File: config.mk
export PLATFORM = sky130hd
export DESIGN_NAME = bias_ctrl_flat
export DESIGN_NICKNAME = d
export VERILOG_FILES = /design/src/rtl/bias_ctrl_if.sv /design/src/rtl/bias_ctrl.sv /design/src/flat_wrapper.sv
export SDC_FILE = /design/constraint.sdc
export NUM_CORES = 1
export LEC_CHECK = 0
export BUFFER_PORTS_ARGS = -buffer_cell sky130_fd_sc_hd__buf_2
export CORE_MARGIN = 2
export CORE_UTILIZATION = 35
export DETAILED_ROUTE_END_ITERATION = 10
export HOLD_SLACK_MARGIN = 0.06
export SLEW_MARGIN = 20
export SYNTH_ARGS = -nofsm -noshare
export SYNTH_HDL_FRONTEND = slang
export SYNTH_SLANG_ARGS = --single-unit
File: constraint.sdc
create_clock -name clk -period 2.4 [get_ports clk]
set_input_delay 0.48 -clock clk [delete_from_list [all_inputs] [get_ports clk]]
set_output_delay 0.48 -clock clk [all_outputs]
set_load 0.03 [all_outputs]
File: src/rtl/bias_ctrl_if.sv
// Tile/output handshake bundle between the bias sequencer and the bias-add array datapath.
// master = bias_ctrl, slave = upstream accumulator / downstream consumer side.
interface bias_ctrl_if #(
  parameter int OC_BW = 4,
  parameter int B_BW  = 8
);
  logic             i_acc_valid;
  logic             o_acc_ready;
  logic             i_out_ready;
  logic             o_bias_en;
  logic [B_BW-1:0]  o_bias;
  logic             o_out_valid;
  logic [OC_BW-1:0] o_oc_idx;

  modport master (
    input  i_acc_valid, i_out_ready,
    output o_acc_ready, o_bias_en, o_bias, o_out_valid, o_oc_idx
  );

  modport slave (
    output i_acc_valid, i_out_ready,
    input  o_acc_ready, o_bias_en, o_bias, o_out_valid, o_oc_idx
  );
endinterface

File: src/rtl/bias_ctrl.sv
// Bias-add array sequencer: per-channel bias table, tile gating with 1-deep skid on the
// array output register, channel/tile progress tracking and completion pulse.
module bias_ctrl #(
  parameter int NUM_OC_MAX = 16,
  parameter int OC_BW      = 4,
  parameter int B_BW       = 8,
  parameter int TILE_BW    = 8
) (
  input  logic               clk,
  input  logic               rst,
  input  logic               i_start,
  input  logic [OC_BW:0]     i_num_oc,
  input  logic [TILE_BW-1:0] i_tiles_per_oc,
  input  logic               i_bias_wr,
  input  logic [OC_BW-1:0]   i_bias_waddr,
  input  logic [B_BW-1:0]    i_bias_wdata,
  bias_ctrl_if.master        bus,
  output logic               o_busy,
  output logic               o_done,
  output logic [1:0]         o_state
);

  // Handshakes: a tile moves when i_acc_valid && o_acc_ready (that cycle is o_bias_en);
  // an output moves when o_out_valid && i_out_ready. Valid is held until the transfer.
  typedef enum logic [1:0] {
    IDLE  = 2'd0,
    RUN   = 2'd1,
    DRAIN = 2'd2,
    DONE  = 2'd3
  } state_t;

  state_t             state_q, state_d;
  logic [OC_BW-1:0]   oc_idx_q, oc_idx_d;
  logic [TILE_BW-1:0] tile_cnt_q, tile_cnt_d;
  logic [OC_BW:0]     num_oc_q;
  logic [TILE_BW-1:0] tiles_q;
  logic               out_valid_q;
  logic [B_BW-1:0]    bias_tbl [NUM_OC_MAX];

  logic acc_ready;
  logic accept;
  logic last_tile;
  logic last_oc;

  assign last_tile = (tile_cnt_q == (tiles_q - TILE_BW'(1)));
  assign last_oc   = ({1'b0, oc_idx_q} == (num_oc_q - (OC_BW+1)'(1)));

  always_comb begin
    state_d    = state_q;
    oc_idx_d   = oc_idx_q;
    tile_cnt_d = tile_cnt_q;
    acc_ready  = 1'b0;
    accept     = 1'b0;
    case (state_q)
      IDLE: begin
        if (i_start) begin
          if ((i_num_oc == '0) || (i_tiles_per_oc == '0)) begin
            state_d = DONE;
          end else begin
            state_d    = RUN;
            oc_idx_d   = '0;
            tile_cnt_d = '0;
          end
        end
      end
      RUN: begin
        // The array output register is the only buffer: refill only as it empties.
        acc_ready = !out_valid_q || bus.i_out_ready;
        accept    = bus.i_acc_valid && acc_ready;
        if (accept) begin
          if (last_tile) begin
            tile_cnt_d = '0;
            if (last_oc) begin
              oc_idx_d = '0;
              state_d  = DRAIN;
            end else begin
              oc_idx_d = oc_idx_q + OC_BW'(1);
            end
          end else begin
            tile_cnt_d = tile_cnt_q + TILE_BW'(1);
          end
        end
      end
      DRAIN: begin
        if (!out_valid_q || bus.i_out_ready) state_d = DONE;
      end
      DONE: begin
        state_d = IDLE;
      end
      default: begin
        state_d = IDLE;
      end
    endcase
  end

  always_ff @(posedge clk) begin
    if (rst) begin
      state_q     <= IDLE;
      oc_idx_q    <= '0;
      tile_cnt_q  <= '0;
      num_oc_q    <= '0;
      tiles_q     <= '0;
      out_valid_q <= 1'b0;
    end else begin
      state_q    <= state_d;
      oc_idx_q   <= oc_idx_d;
      tile_cnt_q <= tile_cnt_d;
      if ((state_q == IDLE) && i_start) begin
        num_oc_q <= i_num_oc;
        tiles_q  <= i_tiles_per_oc;
      end
      if (accept) begin
        out_valid_q <= 1'b1;
      end else if (bus.i_out_ready) begin
        out_valid_q <= 1'b0;
      end
    end
  end

  // Table is deliberately not reset so a mid-run reset keeps the loaded biases.
  always_ff @(posedge clk) begin
    if ((state_q == IDLE) && i_bias_wr) begin
      bias_tbl[i_bias_waddr] <= i_bias_wdata;
    end
  end

  assign bus.o_acc_ready = acc_ready;
  assign bus.o_bias_en   = accept;
  assign bus.o_bias      = bias_tbl[oc_idx_q];
  assign bus.o_out_valid = out_valid_q;
  assign bus.o_oc_idx    = oc_idx_q;
  assign o_busy          = (state_q == RUN) || (state_q == DRAIN);
  assign o_done          = (state_q == DONE);
  assign o_state         = state_q;

endmodule

File: src/flat_wrapper.sv
// flat-port wrapper written by rule: the top's interface ports become plain ports
module bias_ctrl_flat 
#(
  parameter int NUM_OC_MAX = 16,
  parameter int OC_BW      = 4,
  parameter int B_BW       = 8,
  parameter int TILE_BW    = 8
)
  (clk, rst, i_start, i_num_oc, i_tiles_per_oc, i_bias_wr, i_bias_waddr, i_bias_wdata, o_busy, o_done, o_state, bus_i_acc_valid, bus_i_out_ready, bus_o_acc_ready, bus_o_bias_en, bus_o_bias, bus_o_out_valid, bus_o_oc_idx);
  bias_ctrl_if #(.OC_BW(OC_BW), .B_BW(B_BW)) bus_i ();
  input  logic clk;
  input  logic rst;
  input  logic i_start;
  input  logic [OC_BW:0] i_num_oc;
  input  logic [TILE_BW-1:0] i_tiles_per_oc;
  input  logic i_bias_wr;
  input  logic [OC_BW-1:0] i_bias_waddr;
  input  logic [B_BW-1:0] i_bias_wdata;
  output logic o_busy;
  output logic o_done;
  output logic [1:0] o_state;
  input wire logic [$bits(bus_i.i_acc_valid)-1:0] bus_i_acc_valid;
  input wire logic [$bits(bus_i.i_out_ready)-1:0] bus_i_out_ready;
  output wire logic [$bits(bus_i.o_acc_ready)-1:0] bus_o_acc_ready;
  output wire logic [$bits(bus_i.o_bias_en)-1:0] bus_o_bias_en;
  output wire logic [$bits(bus_i.o_bias)-1:0] bus_o_bias;
  output wire logic [$bits(bus_i.o_out_valid)-1:0] bus_o_out_valid;
  output wire logic [$bits(bus_i.o_oc_idx)-1:0] bus_o_oc_idx;
  assign bus_i.i_acc_valid = bus_i_acc_valid;
  assign bus_i.i_out_ready = bus_i_out_ready;
  assign bus_o_acc_ready = bus_i.o_acc_ready;
  assign bus_o_bias_en = bus_i.o_bias_en;
  assign bus_o_bias = bus_i.o_bias;
  assign bus_o_out_valid = bus_i.o_out_valid;
  assign bus_o_oc_idx = bus_i.o_oc_idx;
  bias_ctrl #(.NUM_OC_MAX(NUM_OC_MAX), .OC_BW(OC_BW), .B_BW(B_BW), .TILE_BW(TILE_BW)) u_core (.clk(clk), .rst(rst), .i_start(i_start), .i_num_oc(i_num_oc), .i_tiles_per_oc(i_tiles_per_oc), .i_bias_wr(i_bias_wr), .i_bias_waddr(i_bias_waddr), .i_bias_wdata(i_bias_wdata), .bus(bus_i), .o_busy(o_busy), .o_done(o_done), .o_state(o_state));
endmodule
==> run metrics <==
Seq pwr share=44.0%; FF+latch count, synth=160; Ys Warns=0; CP arrival=2.23 ns; Synth cell types=57; Fmax=369.1 MHz; # IOs=50; All-Layer GR Usage=14.24%; Reg2Reg Depth=8; first-pass GRT wire length=21.66 mm; Post-synth EDFFs=128; clock latency at the later pin of the worst-skew pair=0.42 ns; core area=0.01877 mm2; Synth Area per Inst=16.27 um2; fin nets=536; Area Growth Syn to Fin=20.64%; initial drt markers=269; Clock transition at path regs=0.06 ns; depth of the CTS H-tree=4; reg-to-reg slack, setup=0.15 ns; root buf cell=clkbuf_16; # rows=50; maxcap violations=0; Primary FF master, synth=edfxtp_1; grt ovf=0; worst hold slack=0.3123 ns; largest cells by area after synthesis=edfxtp_1, mux4_2, dfxtp_1, nand2_1, ha_1; per-cell routed wire length=18.37 um; Adder-Cell Fraction of Synth Area=1.679%; DR vias=3819; layout cells sized above 1=31.04%; syn nets=452; Hold Buf Count CTS=0; CTS tree=built; clock buffer depth=2; Pre-antenna DRT Iters=4; area post-placement=0.007448 mm2; DIE WIDTH=142.4 um; Slew @ Worst Pin=0.5572 ns; pwr dens=908.6 mW/mm2; worst clock skew=0.006767 ns; Hold Crit Endpoint=u_core.num_oc_q[4]; Worst Setup Start Kind=flip-flop; fin util=43.10%; Initial Utilization=35.73%; Hold Path Cell Cnt=3; fin area=0.008089 mm2; reg2reg end=u_core.o_state[1]; Lkg Pwr=2.781 nW; Crit Path Max Fanout=16; WP data required=1.92 ns; min Tclk post-route=2.710 ns; Psw=2.090 mW; initial antenna violation count=0; post-DR vias/cell=5.140; die height=142.4 um; vias in the first global route=3979; XOR/XNOR share of the synthesized area=2.612%; Int Pwr=5.259 mW; detailed placement HPWL=9.579 mm; worst hold path type=input port to flip-flop; Hold Vio Cnt, Final=0; Async SR Flop Fraction=0%; endpoints failing setup=8; Final ANT Viol Nets=0; status=finished, violations left; Post-CTS Repair Setup Buffers=0; number of port buffers=49; Die ar.=0.02028 mm2; fraction of the mapped netlist area in simple logic gates=8.173%; clock sinks=160; Cells after Synth=412; period utilization=112.9%; post-synthesis mux area share=13.88%; Synth Area in Compound Gates=5.113%; CP Class=flip-flop to primary output; Synth top area share=57.32%; Switching Fraction=28.44%; fin. max-slew vios=0; Detailed Route WL=13.65 mm; headroom to the max-slew limit=62.52%; largest family of logic cells by synthesized area=multiplexers; largest net degree at the start of global routing=33; CTS Buf Count=17; Layout fillers=1692; Crit Reg-Reg Startpoint=u_core.num_oc_q[0]; Comb pwr share=21.2%; Clk pwr share=34.8%; Ant. Diodes=0; unrepaired setup endpoints after global routing=true; HP Start=i_num_oc[4]; dpl ws=0.1051 ns; failing checks=setup timing; routability-driven placement congestion ratio=0.8017; sequential element share of the synthesized area=66.88%; Final WS setup=-0.3096 ns; Peak VDD IR=737.5 uV; drt drc=0; Synth area leader=edfxtp_1; capturing element type of the critical path=primary output; area of the mapped netlist=0.006705 mm2
placed cells by master (no fill, tap or decap), types with 8 or more instances in the layout:
| master | n |
|---|---|
| a21oi_1 | 15 |
| and2_1 | 9 |
| buf_2 | 41 |
| buf_4 | 28 |
| buf_6 | 8 |
| clkbuf_16 | 18 |
| dfxtp_1 | 31 |
| edfxtp_1 | 128 |
| ha_1 | 9 |
| inv_1 | 12 |
| mux4_2 | 40 |
| nand2_1 | 36 |
| nor2_1 | 18 |
| xnor2_1 | 8 |
| xor2_1 | 12 |
per-stage QoR:
stage / TNS, ns / total power [mW] / instances
6_report: -2.260 / 7.350 / 743
3_5_place_dp: 0 / 4.805 / 710
4_1_cts: -2.330 / 7.407 / 742
3_3_place_gp: 0 / 4.757 / 710
5_1_grt: -2.787 / 7.674 / 743
2_1_floorplan: 0 / 4.300 / 412
power groups by stage:
stage	combinational [mW]	clock [mW]	sequential, mW
after CTS	1.56	2.63	3.22
after global routing	1.70	2.73	3.24
after global placement	1.48	0	3.27
after floorplan	1.00	0	3.30
after detailed placement	1.52	0	3.28
final	1.56	2.56	3.23
per-layer routing:
layer,part of all wire [%],vias to the layer above,global-route usage [%]
li1,-,1792,-
met1,44,1912,17.88
met3,4.7,11,3.533
met4,0.71,0,4.534
met2,51,104,24.31
met5,0,-,0
worst max path at each step:
stage	end	slack [ns]	cells after the start
3_5_place_dp	bus_o_bias[2]	0.11	4
6_report	bus_o_bias[0]	-0.31	4
3_3_place_gp	bus_o_bias[2]	0.10	4
2_1_floorplan	bus_o_bias[0]	0.01	4
4_1_cts	bus_o_bias[2]	-0.33	4
5_1_grt	bus_o_bias[0]	-0.38	4
repair_timing:
item | CTS | global route
setup endpoints to repair | 8 | 20
gates cloned | 0 | 1
resized for setup | 17 | 1
cells by family (layout without fill, tap and decap cells):
kind of cell,count (synthesis),count (layout)
flops,160,160
simple gates,106,106
compound gates,46,46
mux,43,43
buf+inv,28,125
xor+xnor,20,20
fa+ha+maj,9,9
critical path, stage by stage (launching register included):
cell and delay, ns:
dfxtp_4 0.41, buf_12 0.20, mux4_2 0.52, mux4_2 0.50
buf_6 0.16
area by class of cell:
cell class	count	area [um2]	area share (%)
clock inverter	13	126.4	1.562
timing repair buffer	81	590.6	7.301
clock buffer	19	432.9	5.352
sequential	160	4488	55.48
inverter	12	45.04	0.5568
multi-input combinational	224	2113	26.13
tap	234	292.8	3.619
Yosys cell counts (2+ instances only):
cell and instances:
xor2_1 12, and2_1 9, o2111ai_1 2, nand4b_1 3, nand2_1 36, nand2b_1 6, a32o_1 2, buf_1 2
ha_1 9, o2bb2ai_1 2, nand4_1 4, o21ai_0 2, o211ai_1 2, nor2b_1 4, nor3_1 6, xnor2_1 8
a21oi_1 16, and4_1 2, and3_1 2, mux4_2 40, dfxtp_1 32, a221o_1 2, o41ai_1 2, nor4_1 3
clkbuf_1 9, nor2_1 18, inv_1 12, nor3b_1 2, mux2i_1 3, edfxtp_1 128, nand3_1 3, buf_2 4
flip-flops by register name, summed over array words and instances, names as in the netlist, named ones only:
register	flops
u_core.tile_cnt_q	8
u_core.tiles_q	8
u_core.bias_tbl	128
u_core.num_oc_q	5
u_core.bus.o_out_valid	1
u_core.o_state	2
u_core.bus.o_oc_idx	4
(Power assumes the default switching activity.)
